==> src/rtl/add4_pkg.sv <==
// Shared types and constants for the add4 accumulator stage.
package add4_pkg;

   typedef enum logic [0:0] {
      ST_ACCUM = 1'b0,
      ST_HOLD  = 1'b1
   } state_t;

   // Operand is {carry, sum[3:0]} from the 4-bit ripple adder.
   localparam int OPW  = 5;
   // Batch counter width; covers BATCH up to 15.
   localparam int CNTW = 4;

endpackage

==> src/rtl/add4_acc_add.sv <==
// Combinational accumulate step: ACC_W+1-bit add of the running total and one
// adder result, producing the next total and the sticky overflow bit.
// Build option: ADD4_ACC_SATURATE_EN clamps the total to all-ones once the
// batch has overflowed; otherwise the total wraps modulo 2^ACC_W.
module add4_acc_add
   import add4_pkg::*;
#(
   parameter int ACC_W = 8
) (
   input  logic [ACC_W-1:0] acc,
   input  logic [OPW-1:0]   v,
   input  logic             ovf_in,
   output logic [ACC_W-1:0] acc_next,
   output logic             ovf_next
);

   logic [ACC_W:0] sum;

   // Zero-extended add with the carry-out kept as the overflow indicator.
   always_comb begin
      sum      = {1'b0, acc} + {{(ACC_W + 1 - OPW){1'b0}}, v};
      ovf_next = ovf_in | sum[ACC_W];
`ifdef ADD4_ACC_SATURATE_EN
      acc_next = ovf_next ? {ACC_W{1'b1}} : sum[ACC_W-1:0];
`else
      acc_next = sum[ACC_W-1:0];
`endif
   end

endmodule

==> src/rtl/add4_accumulator.sv <==
// Batched summing stage behind the 4-bit ripple adder. Accepts BATCH
// {carry, sum} results, then presents the total and an overflow flag on an
// output handshake. Build option: ADD4_ACC_SATURATE_EN (see add4_acc_add).
//
//  state     | meaning
//  ----------+-----------------------------------------------------------
//  ST_ACCUM  | taking results, in_ready=1, out_valid=0
//  ST_HOLD   | total presented, in_ready=0, out_valid=1 until out_ready
module add4_accumulator
   import add4_pkg::*;
#(
   parameter int BATCH = 10,
   parameter int ACC_W = 8
) (
   input  logic             clk,
   input  logic             rst,
   input  logic             clear,
   input  logic             in_valid,
   output logic             in_ready,
   input  logic [3:0]       in_sum,
   input  logic             in_carry,
   output logic             out_valid,
   input  logic             out_ready,
   output logic [ACC_W-1:0] out_data,
   output logic             out_ovf,
   output logic [3:0]       out_count
);

   localparam logic [CNTW-1:0] LAST = CNTW'(BATCH - 1);

   state_t            state, state_d;
   logic [ACC_W-1:0]  acc, acc_d;
   logic [CNTW-1:0]   cnt, cnt_d;
   logic              ovf, ovf_d;
   logic [ACC_W-1:0]  odata, odata_d;
   logic              oovf, oovf_d;
   logic [ACC_W-1:0]  acc_nx;
   logic              ovf_nx;
   logic [OPW-1:0]    v;

   assign v = {in_carry, in_sum};

   add4_acc_add #(.ACC_W(ACC_W)) u_add (
      .acc      (acc),
      .v        (v),
      .ovf_in   (ovf),
      .acc_next (acc_nx),
      .ovf_next (ovf_nx)
   );

   // Handshake outputs decode the registered state only, so there is no
   // combinational path from out_ready to in_ready.
   assign in_ready  = (state == ST_ACCUM);
   assign out_valid = (state == ST_HOLD);
   assign out_data  = odata;
   assign out_ovf   = oovf;
   assign out_count = cnt;

   // State and datapath registers; rst takes priority over everything.
   always_ff @(posedge clk) begin
      if (rst) begin
         state <= ST_ACCUM;
         acc   <= '0;
         cnt   <= '0;
         ovf   <= 1'b0;
         odata <= '0;
         oovf  <= 1'b0;
      end else begin
         state <= state_d;
         acc   <= acc_d;
         cnt   <= cnt_d;
         ovf   <= ovf_d;
         odata <= odata_d;
         oovf  <= oovf_d;
      end
   end

   // Next-state and datapath update; clear wins over accept and out_ready.
   always_comb begin
      state_d = state;
      acc_d   = acc;
      cnt_d   = cnt;
      ovf_d   = ovf;
      odata_d = odata;
      oovf_d  = oovf;
      case (state)
         ST_ACCUM: begin
            if (clear) begin
               acc_d = '0;
               cnt_d = '0;
               ovf_d = 1'b0;
            end else if (in_valid) begin
               if (cnt == LAST) begin
                  odata_d = acc_nx;
                  oovf_d  = ovf_nx;
                  state_d = ST_HOLD;
               end else begin
                  acc_d = acc_nx;
                  cnt_d = cnt + CNTW'(1);
                  ovf_d = ovf_nx;
               end
            end
         end
         ST_HOLD: begin
            if (clear || out_ready) begin
               state_d = ST_ACCUM;
               acc_d   = '0;
               cnt_d   = '0;
               ovf_d   = 1'b0;
            end
         end
         default: begin
            state_d = ST_ACCUM;
         end
      endcase
   end

endmodule

==> config.mk <==
export PLATFORM = sky130hd
export DESIGN_NAME = add4_accumulator
export DESIGN_NICKNAME = d
export VERILOG_FILES = /design/src/rtl/add4_pkg.sv /design/src/rtl/add4_acc_add.sv /design/src/rtl/add4_accumulator.sv
export SDC_FILE = /design/constraint.sdc
export NUM_CORES = 1
export LEC_CHECK = 0
export ABC_CLOCK_PERIOD_IN_PS = 4200
export CORE_ASPECT_RATIO = 1.1
export CORE_MARGIN = 2
export CORE_UTILIZATION = 54
export CTS_CLUSTER_SIZE = 14
export DETAILED_ROUTE_END_ITERATION = 8
export PLACE_DENSITY = 0.84
export SETUP_SLACK_MARGIN = 0.2
export SLEW_MARGIN = 25
export SYNTH_ARGS = -nofsm -noshare
export SYNTH_HDL_FRONTEND = slang
export SYNTH_HIERARCHICAL = 1
export SYNTH_SLANG_ARGS = --single-unit
==> constraint.sdc <==
create_clock -name clk -period 4.2 [get_ports clk]
set_input_delay 0.84 -clock clk [delete_from_list [all_inputs] [get_ports clk]]
set_output_delay 0.84 -clock clk [all_outputs]
set_load 0.02 [all_outputs]
# --- Word-level counts from Yosys, hierarchy flattened ---
# Cells that the tools add are included.
classes:
  n_addsub: 2
  eq_ne: 4
  muxes: 20
  bitwise_logic: 3
  reduce_logical: 3
op_table:
  columns: ["cell", "n"]
  rows:
  - ["8-bit two-way mux", 4]
  - ["4-bit two-way mux", 4]
  - ["8-bit one-hot mux with 2 select lines", 1]
  - ["8-bit by 5-bit adder with 9-bit output", 1]
  - ["1-bit two-way mux", 8]
  - ["4-bit one-hot mux with 2 select lines", 1]
  - ["3-bit inequality test, second input constant", 2]
  - ["4-bit by 1-bit adder with 4-bit output, second input constant", 1]
  - ["4-bit == test, second input constant", 1]
  - ["1-bit one-hot mux with 2 select lines", 2]
  - ["4-bit AND reduction", 1]
  - ["3-bit AND reduction", 1]
  - ["2-bit by 1-bit inequality test with 1-bit output, second input constant", 1]
  - ["1-bit inverter", 2]
  - ["1-bit logical OR", 1]
  - ["1-bit OR", 1]
totals:
  reg_bits: 23
  in_bits: 10
  out_inout_bits: 15
  word_cells: 38

# --- Longest topological paths before layout ---
# Gate-level depths: netlist of the first run.
logic_depth:
  word_depth: 6
  ltp_mapped: 9

# --- Cells and area by module ---
# The synthesis of the first run kept the hierarchy.
modules_own_cells:
  columns: ["mod", "instances", "cells_per_inst", "area_each_um2"]
  rows:
  - ["add4_accumulator", 1, 109, 988.4]
  - ["add4_acc_add", 1, 33, 274.0]

# --- Worst setup path after synthesis of the first run ---
# No wires, ideal clock.
synth_path:
  path_kind: "input to register"
  startpoint: "in in_sum[0]"
  endpoint: "reg acc[6]"
  t_arrival_ns: 2.200
  t_required_ns: 4.130
  setup_slack_ns: 1.929
  path_stages: 9
  path_buffers: 0
  path_cell_list: "ha_1 inv_1 fa_1 nor2b_2 o21bai_4 a21boi_2 xor2_1 nand3_1 a21oi_1"
synth_via:
  elab_chain_cells: 5
synth_rtl:
  columns: ["item", "line", "text"]
  rows:
  - ["start, declared", "add4_accumulator.sv:20", "input logic [3:0] in_sum,"]
  - ["8-bit by 5-bit adder with 9-bit output", "add4_acc_add.sv:21", "sum = {1'b0, acc} + {{(ACC_W + 1 - OPW){1'b0}}, v};"]
  - ["via acc_nx[6]", "add4_accumulator.sv:37", "logic [ACC_W-1:0] acc_nx;"]
  - ["8-bit two-way mux", "add4_accumulator.sv:93", "if (cnt == LAST) begin"]
  - ["8-bit two-way mux", "add4_accumulator.sv:92", "end else if (in_valid) begin"]
  - ["8-bit two-way mux", "add4_accumulator.sv:88", "if (clear) begin"]
  - ["8-bit one-hot mux with 2 select lines", "add4_accumulator.sv:86", "case (state)"]
  - ["end signal, assigned", "add4_accumulator.sv:63", "acc <= '0;"]
  - ["end signal, assigned", "add4_accumulator.sv:70", "acc <= acc_d;"]
  - ["end, declared", "add4_accumulator.sv:32", "logic [ACC_W-1:0] acc, acc_d;"]
# The timed path passes the listed nets, and every way through them passes these cells. The select of a mux whose other input is x is not followed.
# A chain may end at the register's enable or synchronous reset.

# --- Worst setup path after layout of the first run ---
layout_path:
  startpoint: "in clear"
  endpoint: "reg odata[6], in the netlist out_data[6]"
layout_via:
  elab_chain_cells: 2
layout_rtl:
  columns: ["item", "line", "text"]
  rows:
  - ["start, declared", "add4_accumulator.sv:17", "input logic clear,"]
  - ["1-bit inverter (no line)", null, null]
  - ["4-bit AND reduction (no line)", null, null]
  - ["end signal, assigned", "add4_accumulator.sv:73", "odata <= odata_d;"]
  - ["end, declared", "add4_accumulator.sv:35", "logic [ACC_W-1:0] odata, odata_d;"]
# Every way passes these cells.

==> out/metrics.cfg, run 1 <==
[sta]
fin_crit_ps = 2590
relSlewSlack_pct = 39.3
drv_slew = 0
finalClockSkew_ps = 7.58
setup_violations = 0
rsz0062_at_grt = no
tightest_slew_ps = 908
max_freq_mhz = 387
period_share_pct = 61.6
fin_ws_ps = 1610
finalHoldViolCount = 0
fin_setup_tns_ps = 0

[yosys]
synth_nets = 160
yosysWarnings = 6
synthArstFlopShare_pct = 0
yosys.area.top_type = dfxtp_1
synth_area_leaders = dfxtp_1 36%, mux2i_1 7.1%, ha_1 6.9%
synth_seq_area_share_pct = 36.5
synthTopCellsByCount = 23 x dfxtp_1, 15 x a21oi_1, 14 x nand2_1, 14 x nand3_1, 12 x nor2_1
yosysMostFrequentCell = dfxtp_1
synth_ff_type = dfxtp_1
synthDistinctLibCells = 36
ys_ff_latch = 23
synth_area_per_cell_sq_um = 8.89
synth_edf_count = 0
yosys.area.top_type_share_pct = 36.5
synth_cells = 142
syn_area_sq_um = 1260

[route]
drt_first_pass_iters = 5
routed_wirelength_um = 2730
drc = 0
drtAntennaViolNets = 0
via_per_inst = 5.52
vias = 1060
drt_iter0_drc = 13
wl_per_cell_um = 14.2

[setup_path]
worstSetupStartpoint = clear
critical_path_class = primary input to flop
cp.arrival_ps = 2780
critPathRequiredTime_ps = 4400
end_kind = flop
worstReg2RegStart = acc[0]
crit_path_max_fanout = 10
worstSetupStartpointType = primary input

[placement]
gp_congestion = 0.866
dpl.hpwl_um = 1930
dp_slack_ps = 1260
dp_cells = 188
io_buffers = 24

[clock_network]
cts_buffers = 3
cts_setup_buffers = 0
clock-sinks = 23
cts.htree.levels = 1
clkTransAtPathRegs_ps = 130
cts_tree = built
cts_resized = 0
clockBufferDepth = 2
clock-root-buffer = clkbuf_4
clkLatencyLatePin_ps = 320
cts_hold_buf = 0

[die]
die_area_sq_um = 2740
initial_core_util_pct = 56.6
die_height_um = 54.7
rows = 18
pin_count = 25
core_area_sq_um = 2230
fp.dieW_um = 50.1

[finish]
synthToLayoutAreaGrowth_pct = 19.6
fin_cells = 192
nets = 181
drive_gt1_share_pct = 6.17
n_fill_cell = 193
diodes = 0

[grt]
grt_max_degree = 26
grt_pass1_wl_um = 4390
grt-ovfl-total = 0
antenna_found_initial = 0
grt_usage_pct = 21.4
grt_pass1_vias = 1015

[job]
cap_violations = 0

[hold_path]
hp-start = acc[0]
hp-class = flop to flop

[power_and_ir_drop]
ir_worst_vdd_v = 0.000250
p_leak_nw = 0.612
power_density_nw_per_um2 = 265

[run_status]
status = completed

## final cells by class
type	count	area, sq um	share of cell area (%)
clock buffer	3	22.5	1.49
sequential	23	460	30.5
tap	30	37.5	2.49
inverter	6	22.5	1.49
clock inverter	1	5.00	0.331
multi-input combinational	105	722	47.8
timing repair buffer	24	240	15.9
## state kept, by name (all words and copies together), names as in the netlist
name	count
out_count	4
acc	8
ovf	1
out_ovf	1
out_valid	1
out_data	8
## placed cells by master (no fill, tap or decap), types with 3 or more instances in the layout
master and count:
inv_1 6, clkbuf_4 3, nand2_1 14, ha_1 7, nand3_1 14, or3_1 3
mux2i_1 9, xnor2_1 4, dfxtp_1 23, clkdlybuf4s50_1 24, nor2_1 12, a21oi_1 15
nor3_1 4
## where the power goes
| group | total [mW] | internal [mW] | leakage (nW) | switching [mW] |
|---|---|---|---|---|
| Clock | 0.106 | 0.0357 | 0.0177 | 0.0704 |
| Sequential | 0.227 | 0.223 | 0.186 | 0.00383 |
| Combinational | 0.0676 | 0.0304 | 0.408 | 0.0372 |
## logic make-up (layout without fill, tap and decap cells)
group,after synthesis,in the layout,share of synthesized area [%]
AOI/OAI and AO/OA,28,28,16.5
xor gates and xnor gates,5,5,3.47
adders and majority gates,8,8,8.52
buffers and inverters,14,34,6.34
DFF,23,23,36.5
muxes,10,10,8.33
and+or+nand+nor,54,54,20.4
## stage by stage
stage	power [mW]	area, sq um	hold WS (ps)	utilization (%)
2_1_floorplan	0.279	1260	432	-
4_1_cts	0.403	1510	469	67.7
5_1_grt	0.421	1510	494	67.7
3_3_place_gp	0.296	1480	443	66.5
3_5_place_dp	0.298	1480	450	66.5
6_report	0.400	1510	468	67.7
## worst paths after layout
kind                  to  slack, ps  depth (start not counted)
max          out_data[6]       1610                          5
min reg2reg       acc[0]        470                          2
max reg2reg       acc[6]       2250                          9
min               acc[0]        470                          2
## critical path, cell delays in order
cell and delay (ps):
clkdlybuf4s50_1 590, nor3_1 280, nand4_1 640, mux2i_1 380, nor2_1 60
## metal layers
layer  GRT usage, %  vias to the layer above  part of all wire, %
met3           2.46                        7                  3.2
met4           8.33                        0                  1.8
met5              0                        -                    0
met1           26.1                      487                   46
li1               -                      538                    -
met2           39.0                       28                   49
Power figures use the tool's default switching activity.
==> run 2: changes to the inputs <==
Settings changed: ABC_CLOCK_PERIOD_IN_PS 4200 to 2350, CORE_UTILIZATION 54 to 45, PLACE_DENSITY 0.84 to 0.75.
Clock period 4.2 ns to 2.35 ns, I/O delays scaled along.
==> out/metrics.cfg, run 2 (synthesis results as in run 1) <==
[route]
drc = 0  ; unchanged
routed_wirelength_um = 2690  ; -1.5%
drt_first_pass_iters = 4  ; -1
via_per_inst = 5.51  ; -0.11%
wl_per_cell_um = 13.3  ; -6.3%
drt_iter0_drc = 17  ; +4
drtAntennaViolNets = 0  ; unchanged
vias = 1114  ; +5.1%

[setup_path]
ff2ff_setup_slack_ps = 500  ; -1750 ps
worstReg2RegStart = acc[0]
crit_family = buffers and inverters
crit_path_max_fanout = 7  ; -3
crit_buf_inv = 1  ; unchanged
end_kind = output pin
critPathRequiredTime_ps = 1880  ; -2520 ps
critical_path_class = flop to output pin
timing.critical_path.slowest_stage_cell = clkdlybuf4s50_1
worstReg2RegEnd = acc[6]
worstSetupStartpointType = flop
cp.arrival_ps = 1490  ; -1290 ps
max_stage_delay_ps = 670  ; +30 ps
reg2regPathDepth = 9  ; unchanged
crit_chain = clkdlybuf4s50_1

[finish]
diodes = 0  ; unchanged
drive_gt1_share_pct = 12.4  ; +6.3 points
nets = 188  ; +3.9%
synthToLayoutAreaGrowth_pct = 25.7
final_cell_mix = 23 x dfxtp_1, 23 x clkdlybuf4s50_1, 15 x a21oi_1, 14 x nand2_1, 14 x nand3_1
stdcell_area_sq_um = 1590  ; +5.1%

[grt]
grt_usage_pct = 18.0  ; -3.4 points
grt_max_degree = 15  ; -42%
antenna_found_initial = 0  ; unchanged
grt_pass1_vias = 1031  ; +1.6%
grt_pass1_wl_um = 4280  ; -2.5%
grt-ovfl-total = 0  ; unchanged

[sta]
holdWs_ps = 469  ; +1.04 ps
fin_ws_ps = 389  ; -1220 ps
period_share_pct = 83.5
tightest_slew_ps = 440  ; -468 ps
fin_crit_ps = 1960
setup_violations = 0  ; unchanged
drv_slew = 0  ; unchanged
finalHoldViolCount = 0  ; unchanged
rsz0062_at_grt = no
max_freq_mhz = 510
relSlewSlack_pct = 70.6  ; +31 points
finalClockSkew_ps = 3.41  ; -4.17 ps
fin_setup_tns_ps = 0  ; unchanged

[hold_path]
min_delay_path_depth = 2  ; unchanged
hold_end = ovf
hp-class = flop to flop
hp-start = ovf

[clock_network]
clock-sinks = 23  ; unchanged
cts_buffers = 3  ; unchanged
cts.htree.levels = 1  ; unchanged
cts_tree = built
clkLatencyLatePin_ps = 310  ; about the same
clockBufferDepth = 2  ; unchanged
clock-root-buffer = clkbuf_4
clkTransAtPathRegs_ps = 120  ; about the same

[placement]
dpl_cell_area_sq_um = 1530  ; +3.3%
dp_slack_ps = -139  ; -1400 ps
dpl.hpwl_um = 1990  ; +3.0%
io_buffers = 24  ; unchanged
gp_congestion = 0.892  ; +3.0%

[job]
cap_violations = 0  ; unchanged

[die]
die_height_um = 59.6  ; +8.8%
die_area_sq_um = 3250  ; +18%
core_area_sq_um = 2730  ; +22%
rows = 20  ; +2
fp.dieW_um = 54.5  ; +8.8%
initial_core_util_pct = 46.3  ; -10 points
pin_count = 25  ; unchanged

[power_and_ir_drop]
power_density_nw_per_um2 = 452  ; +70%
ir_worst_vdd_v = 0.000311  ; +25%
p_leak_nw = 0.655  ; +7.0%
power_mw = 0.717  ; +79%

[run_status]
status = completed

-- run 2: worst max path at each step --
stage,start,endpoint,slack (ps),depth (start not counted)
6_report,out_count[2],out_count[2],390,1
5_1_grt,out_valid,in_ready,320,2
4_1_cts,in_sum[0],acc[6],240,10
3_5_place_dp,in_sum[0],acc[6],-140,10
3_3_place_gp,in_sum[0],acc[6],-60,10
2_1_floorplan,in_sum[0],acc[6],450,9
-- run 2: what timing repair did --
action | 4_1_cts | 5_1_grt
hold buffers | 0 | 0
pin swaps | 0 | 5
setup endpoints to repair | 1 | 3
buffers inserted | 0 | 1
gates resized for setup | 1 | 5
-- run 2: layout make-up --
class	count	area [sq um]
Timing Repair Buffer	31	295
Tap cell	33	41.3
Inverter	6	22.5
Clock inverter	1	5.00
Clock buffer	3	22.5
Sequential cell	23	460
Fill cell	248	1140
Multi-Input combinational cell	105	739
-- run 2: metal layers --
metal	vias to the layer above	wire [um]	GRT usage (%)	share of wire, %
met5	-	0	0	0
met4	0	33	6.43	1.2
met3	6	93	3.54	3.5
met2	19	1340	32.0	50
met1	532	1230	20.9	46
li1	557	-	-	-
-- run 2: power breakdown --
part | leakage (nW) | total [mW] | switching [mW] | internal (mW)
combinational | 0.451 | 0.130 | 0.0682 | 0.0618
clock | 0.0177 | 0.182 | 0.118 | 0.0636
sequential | 0.186 | 0.405 | 0.00699 | 0.398
-- run 2: worst min-delay path: cells and delay by family, from the launching register on --
kind	cells	cell delay [ps]
AO/OA/AOI/OAI	1	50
AND/OR/NAND/NOR	1	50
flip-flops	1	330
-- run 2: metrics by stage --
step	utilization (%)	cells
finish	58.2	202
detailed placement	56.1	197
floorplan	-	142
global route	58.2	202
CTS	57.2	201
global placement	56.1	197
==> run 3: changes to the inputs <==
Settings changed: ABC_CLOCK_PERIOD_IN_PS 2350 to 1900, CORE_UTILIZATION 45 to 50, PLACE_DENSITY 0.75 to 0.79.
Clock period 2.35 ns to 1.9 ns, I/O delays scaled along.
==> out/metrics.cfg, run 3 (synthesis results as in run 1) <==
[finish]
diodes = 0  ; unchanged
finish.utilization_pct = 72.1  ; +14 points
final_cell_mix = 18 x dfxtp_1, 16 x buf_4, 15 x clkdlybuf4s50_1, 14 x nand2_1, 14 x nand3_1
drive_gt1_share_pct = 25.7  ; +13 points
stdcell_area_sq_um = 1770  ; +11%
regArea_sq_um = 467  ; +1.4%
synthToLayoutAreaGrowth_pct = 39.8
nets = 198  ; +5.3%
n_fill_cell = 176  ; -29%
mostFrequentLayoutCell = dfxtp_1
multi_input_area_sq_um = 838  ; +13%

[clock_network]
cts_buffers = 3  ; unchanged
clock-sinks = 23  ; unchanged
cts.htree.levels = 1  ; unchanged
cts_hold_buf = 0  ; unchanged
clkTransAtPathRegs_ps = 130  ; about the same
clock-root-buffer = clkbuf_4
cts_tree = built
clkLatencyLatePin_ps = 310  ; about the same
clockBufferDepth = 2  ; unchanged

[route]
drt_first_pass_iters = 4  ; unchanged
vias = 1151  ; +3.3%
drt_iter0_drc = 25  ; +8
routed_wirelength_um = 3000  ; +12%
drc = 0  ; unchanged
drtAntennaViolNets = 0  ; unchanged
wl_per_cell_um = 14.3  ; +7.5%
via_per_inst = 5.48  ; -0.61%

[grt]
grt_max_degree = 15  ; unchanged
grt-ovfl-total = 0  ; unchanged
grt_usage_pct = 22.3  ; +4.3 points
antenna_found_initial = 0  ; unchanged
grt_pass1_wl_um = 4970  ; +16%
grt_pass1_vias = 1113  ; +8.0%

[sta]
finalHoldViolCount = 0  ; unchanged
max_freq_mhz = 549
drv_slew = 0  ; unchanged
tightest_slew_ps = 416  ; -24.0 ps
period_share_pct = 95.9
setup_violations = 0  ; unchanged
fin_crit_ps = 1820
relSlewSlack_pct = 72.2  ; +1.6 points
rsz0062_at_grt = yes
finalClockSkew_ps = 14.3  ; +10.9 ps

[placement]
gp_congestion = 0.851  ; -4.6%
dpl_cell_area_sq_um = 1620  ; +5.9%
io_buffers = 24  ; unchanged
dpl.hpwl_um = 2060  ; +3.4%

[power_and_ir_drop]
p_leak_nw = 0.750  ; +15%
ir_worst_vdd_v = 0.000470  ; +51%
power_density_nw_per_um2 = 534  ; +18%

[job]
cap_violations = 0  ; unchanged

[die]
core_area_sq_um = 2450  ; -10%
die_height_um = 56.7  ; -4.8%
pin_count = 25  ; unchanged
fp.dieW_um = 51.9  ; -4.8%
initial_core_util_pct = 51.6  ; +5.3 points
rows = 19  ; -5.0%
die_area_sq_um = 2940  ; -9.3%

[setup_path]
critical_path_class = flop to flop
critPathRequiredTime_ps = 2140  ; +260 ps
crit_path_max_fanout = 2  ; -5
cp.arrival_ps = 2060  ; +570 ps
worstSetupStartpointType = flop
reg2regPathDepth = 10  ; +1
end_kind = flop

[hold_path]
hp-class = flop to flop
min_delay_path_depth = 2  ; unchanged

[run_status]
status = completed

==> run 3: cell count changes in the layout (fill, tap and decap cells not counted), sizes merged <==
cell           before  now
clkinv              1    0
buf                 7   17
dlygate4sd2         0    8
clkbuf              3    4
clkdlybuf4s50      23   15
==> run 3: layout make-up <==
cell class | count | share of cell area [%]
Clock buffer | 4 | 1.49
Inverter | 6 | 1.28
Multi-Input combinational cell | 105 | 47.5
Sequential cell | 23 | 26.4
Tap cell | 31 | 2.20
Timing Repair Buffer | 41 | 21.1
==> run 3: power by group <==
part	switching [mW]	leakage (nW)	internal, mW
sequential	0.0115	0.188	0.493
clock	0.137	0.0150	0.0818
combinational	0.103	0.547	0.116
total	0.252	0.750	0.691
==> run 3: what timing repair did <==
| action | in CTS | in global routing |
|---|---|---|
| setup endpoints to repair | 20 | 14 |
| pin swaps | 10 | 16 |
| gates resized for setup | 19 | 10 |
| setup buffers | 1 | 2 |
==> run 3: path summary, 6_finish.rpt <==
check | start | to | slack (ps)
worst max-delay path | acc[0] | out_data[6] | 80
worst min-delay path | ovf | ovf | 470
worst max register to register | acc[0] | out_data[6] | 80
worst min register to register | ovf | ovf | 470
==> run 3: worst max-delay path, cell delays in order (launching register included) <==
cell and delay (ps):
dfxtp_2 380, ha_4 140, inv_2 40, fa_2 360
nor2b_4 150, o21bai_4 70, a21boi_2 150, xor2_1 210
buf_4 140, mux2i_1 50, nor2_1 80
==> run 3: layer usage <==
layer	part of all wire, %	GRT usage [%]	routed length [um]	vias up
li1	-	-	-	577
met1	42	26.2	1270	548
met2	54	40.3	1610	24
met3	3.4	2.93	103	2
met4	0.60	7.52	18	0
met5	0	0	0	-
==> run 3: metrics by stage <==
| step | power, mW | setup TNS [ps] | setup slack [ps] | hold slack, ps | instances |
|---|---|---|---|---|---|
| detailed placement | 0.698 | -3510 | -386 | 446 | 203 |
| finish | 0.942 | 0 | 77.1 | 466 | 210 |
| global route | 0.987 | -29.4 | -17.3 | 494 | 210 |
| floorplan | 0.621 | 0 | 216 | 432 | 142 |
| CTS | 0.934 | 0 | 118 | 463 | 208 |
| global placement | 0.689 | -2880 | -332 | 442 | 203 |
